$ cat src/rtl/bit_pattern_gen.sv
// Serial bit-pattern transmitter: accepts a WIDTH-bit word over valid/ready and
// shifts it out MSB first, repeating the frame in_reps+1 times with GAP idle cycles between.
module bit_pattern_gen #(
    parameter int WIDTH = 4,
    parameter int GAP   = 0,
    parameter int REP_W = 4
) (
    input  logic             clk,
    input  logic             reset_n,
    input  logic             in_valid,
    output logic             in_ready,
    input  logic [WIDTH-1:0] in_pattern,
    input  logic [REP_W-1:0] in_reps,
    input  logic             abort,
    output logic             sout,
    output logic             sout_valid,
    output logic             sof,
    output logic             busy,
    output logic             done
);

    localparam int IW = $clog2(WIDTH);
    localparam logic [IW-1:0] LAST_IDX = IW'(WIDTH - 1);
    localparam logic [3:0]    GAP_LAST = 4'(GAP > 0 ? GAP - 1 : 0);

    typedef enum logic [1:0] {S_IDLE, S_SHIFT, S_GAP} state_t;

    state_t           state;
    logic [WIDTH-1:0] sreg;
    logic [WIDTH-1:0] hold;
    logic [REP_W-1:0] rep_cnt;
    logic [IW-1:0]    bit_idx;
    logic [3:0]       gap_cnt;

    assign in_ready = (state == S_IDLE) && !abort && reset_n;

    // Outputs are registered alongside the state: bit_idx names the bit currently on sout.
    always_ff @(posedge clk or negedge reset_n) begin
        if (!reset_n) begin
            state      <= S_IDLE;
            sreg       <= '0;
            hold       <= '0;
            rep_cnt    <= '0;
            bit_idx    <= '0;
            gap_cnt    <= '0;
            sout       <= 1'b0;
            sout_valid <= 1'b0;
            sof        <= 1'b0;
            busy       <= 1'b0;
            done       <= 1'b0;
        end else begin
            done <= 1'b0;
            case (state)
                S_IDLE: begin
                    if (in_valid && in_ready) begin
                        sreg       <= in_pattern << 1;
                        hold       <= in_pattern;
                        rep_cnt    <= in_reps;
                        bit_idx    <= LAST_IDX;
                        sout       <= in_pattern[WIDTH-1];
                        sout_valid <= 1'b1;
                        sof        <= 1'b1;
                        busy       <= 1'b1;
                        state      <= S_SHIFT;
                    end
                end
                S_SHIFT: begin
                    if (abort) begin
                        state      <= S_IDLE;
                        sout       <= 1'b0;
                        sout_valid <= 1'b0;
                        sof        <= 1'b0;
                        busy       <= 1'b0;
                    end else if (bit_idx == '0) begin
                        if (rep_cnt == '0) begin
                            state      <= S_IDLE;
                            sout       <= 1'b0;
                            sout_valid <= 1'b0;
                            sof        <= 1'b0;
                            busy       <= 1'b0;
                            done       <= 1'b1;
                        end else begin
                            rep_cnt <= rep_cnt - 1'b1;
                            if (GAP == 0) begin
                                sreg       <= hold << 1;
                                bit_idx    <= LAST_IDX;
                                sout       <= hold[WIDTH-1];
                                sout_valid <= 1'b1;
                                sof        <= 1'b1;
                            end else begin
                                state      <= S_GAP;
                                gap_cnt    <= GAP_LAST;
                                sout       <= 1'b0;
                                sout_valid <= 1'b0;
                                sof        <= 1'b0;
                            end
                        end
                    end else begin
                        sreg    <= sreg << 1;
                        bit_idx <= bit_idx - 1'b1;
                        sout    <= sreg[WIDTH-1];
                        sof     <= 1'b0;
                    end
                end
                S_GAP: begin
                    if (abort) begin
                        state <= S_IDLE;
                        busy  <= 1'b0;
                    end else if (gap_cnt == '0) begin
                        state      <= S_SHIFT;
                        sreg       <= hold << 1;
                        bit_idx    <= LAST_IDX;
                        sout       <= hold[WIDTH-1];
                        sout_valid <= 1'b1;
                        sof        <= 1'b1;
                    end else begin
                        gap_cnt <= gap_cnt - 1'b1;
                    end
                end
                default: begin
                    state      <= S_IDLE;
                    sout       <= 1'b0;
                    sout_valid <= 1'b0;
                    sof        <= 1'b0;
                    busy       <= 1'b0;
                end
            endcase
        end
    end

endmodule

$ cat config.mk
export PLATFORM = sky130hd
export DESIGN_NAME = bit_pattern_gen
export DESIGN_NICKNAME = d
export VERILOG_FILES = /design/src/rtl/bit_pattern_gen.sv
export SDC_FILE = /design/constraint.sdc
export NUM_CORES = 1
export LEC_CHECK = 0
export ABC_AREA = 1
export CAP_MARGIN = 20
export CORE_MARGIN = 5
export CORE_UTILIZATION = 54
export DETAILED_ROUTE_END_ITERATION = 10
export PLACE_DENSITY = 0.93
export REMOVE_ABC_BUFFERS = 1
export SLEW_MARGIN = 5
export SYNTH_ARGS = -nofsm -noshare
export SYNTH_HDL_FRONTEND = slang
export SYNTH_SLANG_ARGS = --single-unit
$ cat constraint.sdc
create_clock -name clk -period 2.9 [get_ports clk]
set_clock_uncertainty 0.1 [all_clocks]
set_input_delay 0.58 -clock clk [delete_from_list [all_inputs] [get_ports clk]]
set_output_delay 0.58 -clock clk [all_outputs]
set_load 0.01 [all_outputs]
# Word-level counts from Yosys, hierarchy flattened
# Index checks and enable logic that the tools add are counted.
# classes
n_reduce_logical	18
n_mux	52
add_sub_neg	3
eq_ne	13
bitwise_logic	2
# op_table
cell	count
$mux 4	10
$mux 2	12
$mux 1	22
$ne 2x2->1 const B	6
$ne 3x3->1 const B	4
$pmux 1 s3	4
$pmux 2 s3	2
$pmux 4 s3	1
$reduce_and 4->1	3
$logic_not 4->1	2
$pmux 4 s2	1
$sub 4x1->4 const B	2
$reduce_and 3->1	2
$reduce_and 6->1	1
$reduce_and 5->1	1
$logic_not 2->1	2
$logic_and 1x1->1	3
$reduce_bool 3->1	1
$eq 2x1->1 const B	1
$eq 2x2->1 const B	1
$ne 2x1->1 const B	1
$not 1->1	2
$reduce_and 2->1	1
$reduce_bool 2->1	1
2 further kinds	2
# totals
in_bits	12
out_inout_bits	6
word_cells	99
reg_bits	25

# Longest topological paths before layout
# Gate-level depths: netlist (run 1).
# depth
depth_word	6
mapped_depth	9

# Worst setup path before layout (run 1)
# Ideal clock, no wire load.
# synth_path
path_kind	input-to-output
start	input port abort
end	output port in_ready
arrival_time_ns	0.957
setup_slack_ns	1.263
cell_stages	3
cell_sequence	inv_2 > nand2_1 > nor2_1
# synth_via
elab_chain_len	3
# synth_lines
element	line_no	source
start: declaration	14	input logic abort,
$logic_not 1->1	35	assign in_ready = (state == S_IDLE) && !abort && reset_n;
$logic_and 1x1->1 (2 in series)	35	
end: declaration	11	output logic in_ready,
# No other way between the ends.

# Final worst setup path (run 1)
# Ends and elaborated chain as after synthesis.

==> results.yml, run 1 <==
detailed_routing:
  ant_nets: 0
  via_per_inst: 5.39
  wl_per_cell_um: 13.9
  wirelength_um: 2350
  dr.pass1.iters: 4
  post-route-drc-count: 0
  initialDrtViolationCount: 33
  num_vias: 911
synth:
  ys_types: 19
  netlist_area_um2: 978
  synth_area_per_cell_um2: 7.89
  synthDominantCellAreaShare_pct: 46.0
  synthArstFlopShare_pct: 100
  yosys.area.top_type: "dfrtp_1"
  yosys-top-cells-count: "44 x nand2_1, 18 x dfrtp_1, 14 x nand3_1, 10 x o21ai_0, 9 x inv_1"
  synth-seq-cells: 18
  yosysSeqAreaShare_pct: 46.0
  synth_area_leaders: "dfrtp_1 46%, nand2_1 17%, nand3_1 7.2%"
  synth_edf_count: 0
  ys.flop_type: "dfrtp_1"
  syn_inst: 124
  yosys_warnings: 0
  synth_most_common_cell: "nand2_1"
grt:
  grt_max_degree: 20
  use_met2_pct: 36.0
  met1_usage_pct: 21.6
  gr-total-overflow: 0
  antenna_found_initial: 0
  met3_usage_pct: 2.85
  grt_usage_pct: 20.0
  grt_first_pass_wirelength_um: 3960
  grt.busiest_layer: "met2"
  grt_pass1_vias: 885
worst_hold_path:
  hold_path.class: "flop to flop"
  holdPathStages: 2
  hold_path_end: "bit_idx[1]"
  holdCritStartpoint: "bit_idx[1]"
cts:
  clk-insertion-delay-late_ns: 0.30
  hold_buffers: 0
  cts_tree: "built"
  path_clk_slew_ns: 0.11
  post_cts_resize_count: 0
  clockBufferDepth: 2
  cts.htree.levels: 1
  post-cts-setup-buffer-count: 0
  cts_sinks: 18
  numCtsBuffers: 3
  cts.root.buffer_cell: "clkbuf_4"
pwr:
  power_leakage_nw: 0.612
  worst_ir_drop_vdd_mv: 0.620
  powerDensity_nw_per_um2: 977
critical_path:
  worst_r2r_startpoint: "bit_idx[0]"
  path_class: "input port to primary output"
  r2r_slack_ns: 1.35
  r2r-end: "rep_cnt[2]"
  worstPathMaxFanout: 4
  arrival_ns: 2.09
  ff2ff_path_depth: 9
  cp-startpoint: "abort"
  cp-end-kind: "primary output"
  worstPathRequired_ns: 2.22
  crit_path_start_kind: "input port"
die:
  core-area_um2: 1730
  die_area_um2: 2760
  rows: 15
  die_w_um: 52.6
  die_height_um: 52.6
  initial_utilization_pct: 56.7
  ios: 18
cells_and_area:
  diodes: 0
  fin_area_um2: 1210
  final_cell_count_no_fill: 169
  fin_util_pct: 69.9
  drive_gt1_share_pct: 13.2
  nets: 159
  area_growth_pct: 23.4
  fillers: 142
place:
  dp.cells: 165
  dp_slack_ns: 0.164
  hpwl_um: 1760
  dpl_cell_area_um2: 1170
  place_congestion: 0.843
  io_buffers: 17
sta:
  setup_ws_ns: 0.129
  slew_violations: 0
  final.setup.tns_ns: 0
  relSlewSlack_pct: 71.3
  setup_violations: 0
  worst_slew_pin_slew_ns: 0.430
  post-route-period-util_pct: 95.5
  rsz0062_at_grt: "false"
  min_period_ns: 2.77
  finalHoldViolations: 0
  fmax_mhz: 361
outcome:
  status: "finished, final reports clean"
run:
  cap_violations: 0
==> cell type report <==
| type | instances | area (um2) | share of cell area, % |
|---|---|---|---|
| clock buffer | 4 | 36.3 | 3.01 |
| sequential | 18 | 450 | 37.3 |
| tap | 25 | 31.3 | 2.59 |
| inverter | 14 | 55.1 | 4.56 |
| timing repair buffer | 18 | 178 | 14.7 |
| multi-input combinational | 90 | 457 | 37.8 |
==> worst max-delay path: stages <==
cell and delay [ns]:
clkdlybuf4s50_1 0.47, inv_2 0.14, nand2_1 0.06, nor2_1 0.23, clkdlybuf4s50_1 0.61
==> logic make-up (layout without fill, tap and decap cells) <==
family | count (synthesis) | in the layout | synth area share, %
flip-flops | 18 | 18 | 46.0
AND/OR/NAND/NOR | 76 | 76 | 36.8
buffers and inverters | 16 | 36 | 7.29
AO/OA/AOI/OAI | 12 | 12 | 7.29
adder cells (fa/ha/maj) | 2 | 2 | 2.56
==> metal layers <==
layer,wire length (um),part of all wire (%)
met3,80,3.4
met5,0,0
met2,1230,52
met4,87,3.7
met1,949,40
==> placed cells by master, fill, tap and decap left out <==
cell | synthesis | routed
nor2_1 | 8 | 8
inv_2 | 4 | 4
nand2_1 | 44 | 44
buf_4 | 0 | 1
clkbuf_8 | 0 | 1
a21oi_4 | 1 | 1
inv_4 | 1 | 1
nand3_4 | 1 | 1
clkbuf_4 | 0 | 3
inv_1 | 9 | 9
nand3_1 | 14 | 14
or2_2 | 1 | 1
o21ai_0 | 10 | 10
o21ai_1 | 1 | 1
nand2_2 | 1 | 1
nand2_4 | 4 | 4
ha_1 | 2 | 2
dfrtp_1 | 18 | 18
nand3_2 | 1 | 1
nor3_1 | 2 | 2
clkdlybuf4s50_1 | 0 | 17
==> flip-flops by register name, indices dropped and copies added, names as in the netlist <==
| signal | flops |
|---|---|
| sof | 1 |
| hold | 4 |
| done | 1 |
| bit_idx | 2 |
| sout | 1 |
| rep_cnt | 4 |
| sout_valid | 1 |
| busy | 1 |
| sreg | 3 |
==> power by group <==
group	total, mW	internal [mW]	switching (mW)
clock	0.162	0.0767	0.0853
sequential	0.452	0.363	0.0887
combinational	0.566	0.225	0.341
==> how the worst max path moves through the flow <==
stage / end / slack (ns) / depth (start not counted)
finish: in_ready / 0.13 / 5
global route: in_ready / 0.1 / 5
CTS: in_ready / 0.13 / 5
detailed placement: in_ready / 0.16 / 5
global placement: in_ready / 0.22 / 5
floorplan: in_ready / 1.26 / 3
==> metrics by stage <==
stage | power, mW | hold slack [ns]
CTS | 1.18 | 0.387
global placement | 0.965 | 0.353
floorplan | 0.816 | 0.184
finish | 1.18 | 0.384
global route | 1.27 | 0.430
detailed placement | 1.02 | 0.362
(Power assumes the default switching activity.)
==> run 2, diff against run 1 <==
--- a/config.mk
+++ b/config.mk
@@ -8,9 +8,9 @@
 export ABC_AREA = 1
 export CAP_MARGIN = 20
 export CORE_MARGIN = 5
-export CORE_UTILIZATION = 54
+export CORE_UTILIZATION = 45
 export DETAILED_ROUTE_END_ITERATION = 10
-export PLACE_DENSITY = 0.93
+export PLACE_DENSITY = 0.84
 export REMOVE_ABC_BUFFERS = 1
 export SLEW_MARGIN = 5
 export SYNTH_ARGS = -nofsm -noshare
==> constraint.sdc (replaced) <==
create_clock -name clk -period 2.4 [get_ports clk]
set_clock_uncertainty 0.1 [all_clocks]
set_input_delay 0.48 -clock clk [delete_from_list [all_inputs] [get_ports clk]]
set_output_delay 0.48 -clock clk [all_outputs]
set_load 0.01 [all_outputs]
==> results.yml, run 2 (synthesis gave the netlist of run 1 again) <==
sta:
  rsz0062_at_grt: "false"
  final.setup.tns_ns: 0
  worst_slew_pin_slew_ns: 0.424
  post-route-period-util_pct: 95.6
  finalHoldViolations: 0
  setup_ws_ns: 0.107
  fmax_mhz: 436
  slew_violations: 0
  min_period_ns: 2.29
  holdWs_ns: 0.384
  relSlewSlack_pct: 71.7
  setup_violations: 0
detailed_routing:
  wl_per_cell_um: 11.0
  ant_nets: 0
  dr.pass1.iters: 4
  highest_layer: "met4"
  wl_met2_um: 922
  post-route-drc-count: 0
  initialDrtViolationCount: 24
  num_vias: 853
  drt-met1-wl_um: 880
  wirelength_um: 1910
  via_per_inst: 4.90
  wl_met3_um: 70
cts:
  cts_sinks: 18
  cts.htree.levels: 1
  cts_tree: "built"
  cts.root.buffer_cell: "clkbuf_4"
  numCtsBuffers: 3
  clockBufferDepth: 2
  clk-insertion-delay-late_ns: 0.29
  post-cts-setup-buffer-count: 0
  hold_buffers: 0
  path_clk_slew_ns: 0.10
  post_cts_resize_count: 0
cells_and_area:
  nets: 162
  layout_commonest_cell: "nand2_1"
  drive_gt1_share_pct: 15.0
  diodes: 0
  fin_util_pct: 61.0
  final_cell_count_no_fill: 174
  fin_area_um2: 1230
  final_cell_mix: "44 x nand2_1, 18 x dfrtp_1, 17 x clkdlybuf4s50_1, 14 x nand3_1, 10 x o21ai_0"
  area_growth_pct: 26.0
  top_regs: "hold (4), rep_cnt (4), sreg (3)"
grt:
  grt_pass1_vias: 808
  gr-total-overflow: 0
  grt_usage_pct: 13.4
  antenna_found_initial: 0
  grt_first_pass_wirelength_um: 3480
  grt_max_degree: 20
critical_path:
  crit_chain: "clkdlybuf4s50_1 -> inv_2 -> nand2_1 -> nor2_1 -> clkdlybuf4s50_1"
  cpLargestDelayFamily: "buffers and inverters"
  path_depth: 5
  arrival_ns: 1.71
  path_class: "input port to primary output"
  ff2ff_path_depth: 6
  crit_slowest_cell: "clkdlybuf4s50_1"
  critPathBufInv: 3
  r2r_slack_ns: 0.88
  cp-end-kind: "primary output"
  worstPathMaxFanout: 2
  worstPathRequired_ns: 1.82
  slowest_delay_ns: 0.55
  crit_top_cell: "clkdlybuf4s50_1"
  crit_path_start_kind: "input port"
die:
  die_w_um: 56.6
  initial_utilization_pct: 48.4
  die_area_um2: 3210
  core-area_um2: 2020
  rows: 16
  ios: 18
  die_height_um: 56.6
pwr:
  p_clk_share_pct: 13.4
  p_sw_mw: 0.565
  p_int_mw: 0.805
  powerDensity_nw_per_um2: 1110
  worst_ir_drop_vdd_mv: 0.603
  power_frac_seq_pct: 39.6
  power_mw: 1.37
  power_leakage_nw: 0.627
  power_frac_comb_pct: 47.1
  switching_share_pct: 41.3
place:
  place_congestion: 0.776
  dp.cells: 170
  dp_slack_ns: 0.120
  dpl_cell_area_um2: 1200
  hpwl_um: 1450
  io_buffers: 17
worst_hold_path:
  hold_path.class: "flop to flop"
  holdPathStages: 2
outcome:
  status: "finished, final reports clean"
run:
  cap_violations: 0
==> run 2: tightest hold or removal path: stages (launching register included) <==
cell and delay [ns]:
dfrtp_1 0.35, nand2_1 0.05, nand2_1 0.05
==> run 2: cell type report <==
type	count	area, um2
flip-flops and latches	18	450
well taps	27	33.8
multi-input cells	90	457
repair buffers	21	200
inverters	14	55.1
fillers	179	790
clock buffers	4	36.3
==> run 2: layer usage <==
metal	GRT usage, %	vias up
met4	6.10	0
met1	16.9	392
li1	-	438
met5	0	-
met3	2.06	4
met2	22.1	19
==> run 2: worst paths after layout <==
kind,startpoint,endpoint
setup / recovery,abort,in_ready
hold / removal,sreg[1],sreg[1]
setup reg to reg,busy,sreg[3]
hold reg to reg,sreg[1],sreg[1]
max in group asynchronous,reset_n,sreg[1]
min in group asynchronous,reset_n,done
==> run 2: power by group through the flow <==
stage / Sequential, mW / Combinational, mW / Clock [mW]
4_1_cts: 0.540 / 0.655 / 0.188
3_5_place_dp: 0.545 / 0.652 / 0
6_report: 0.542 / 0.645 / 0.183
2_1_floorplan: 0.537 / 0.449 / 0
3_3_place_gp: 0.544 / 0.633 / 0
5_1_grt: 0.556 / 0.748 / 0.201
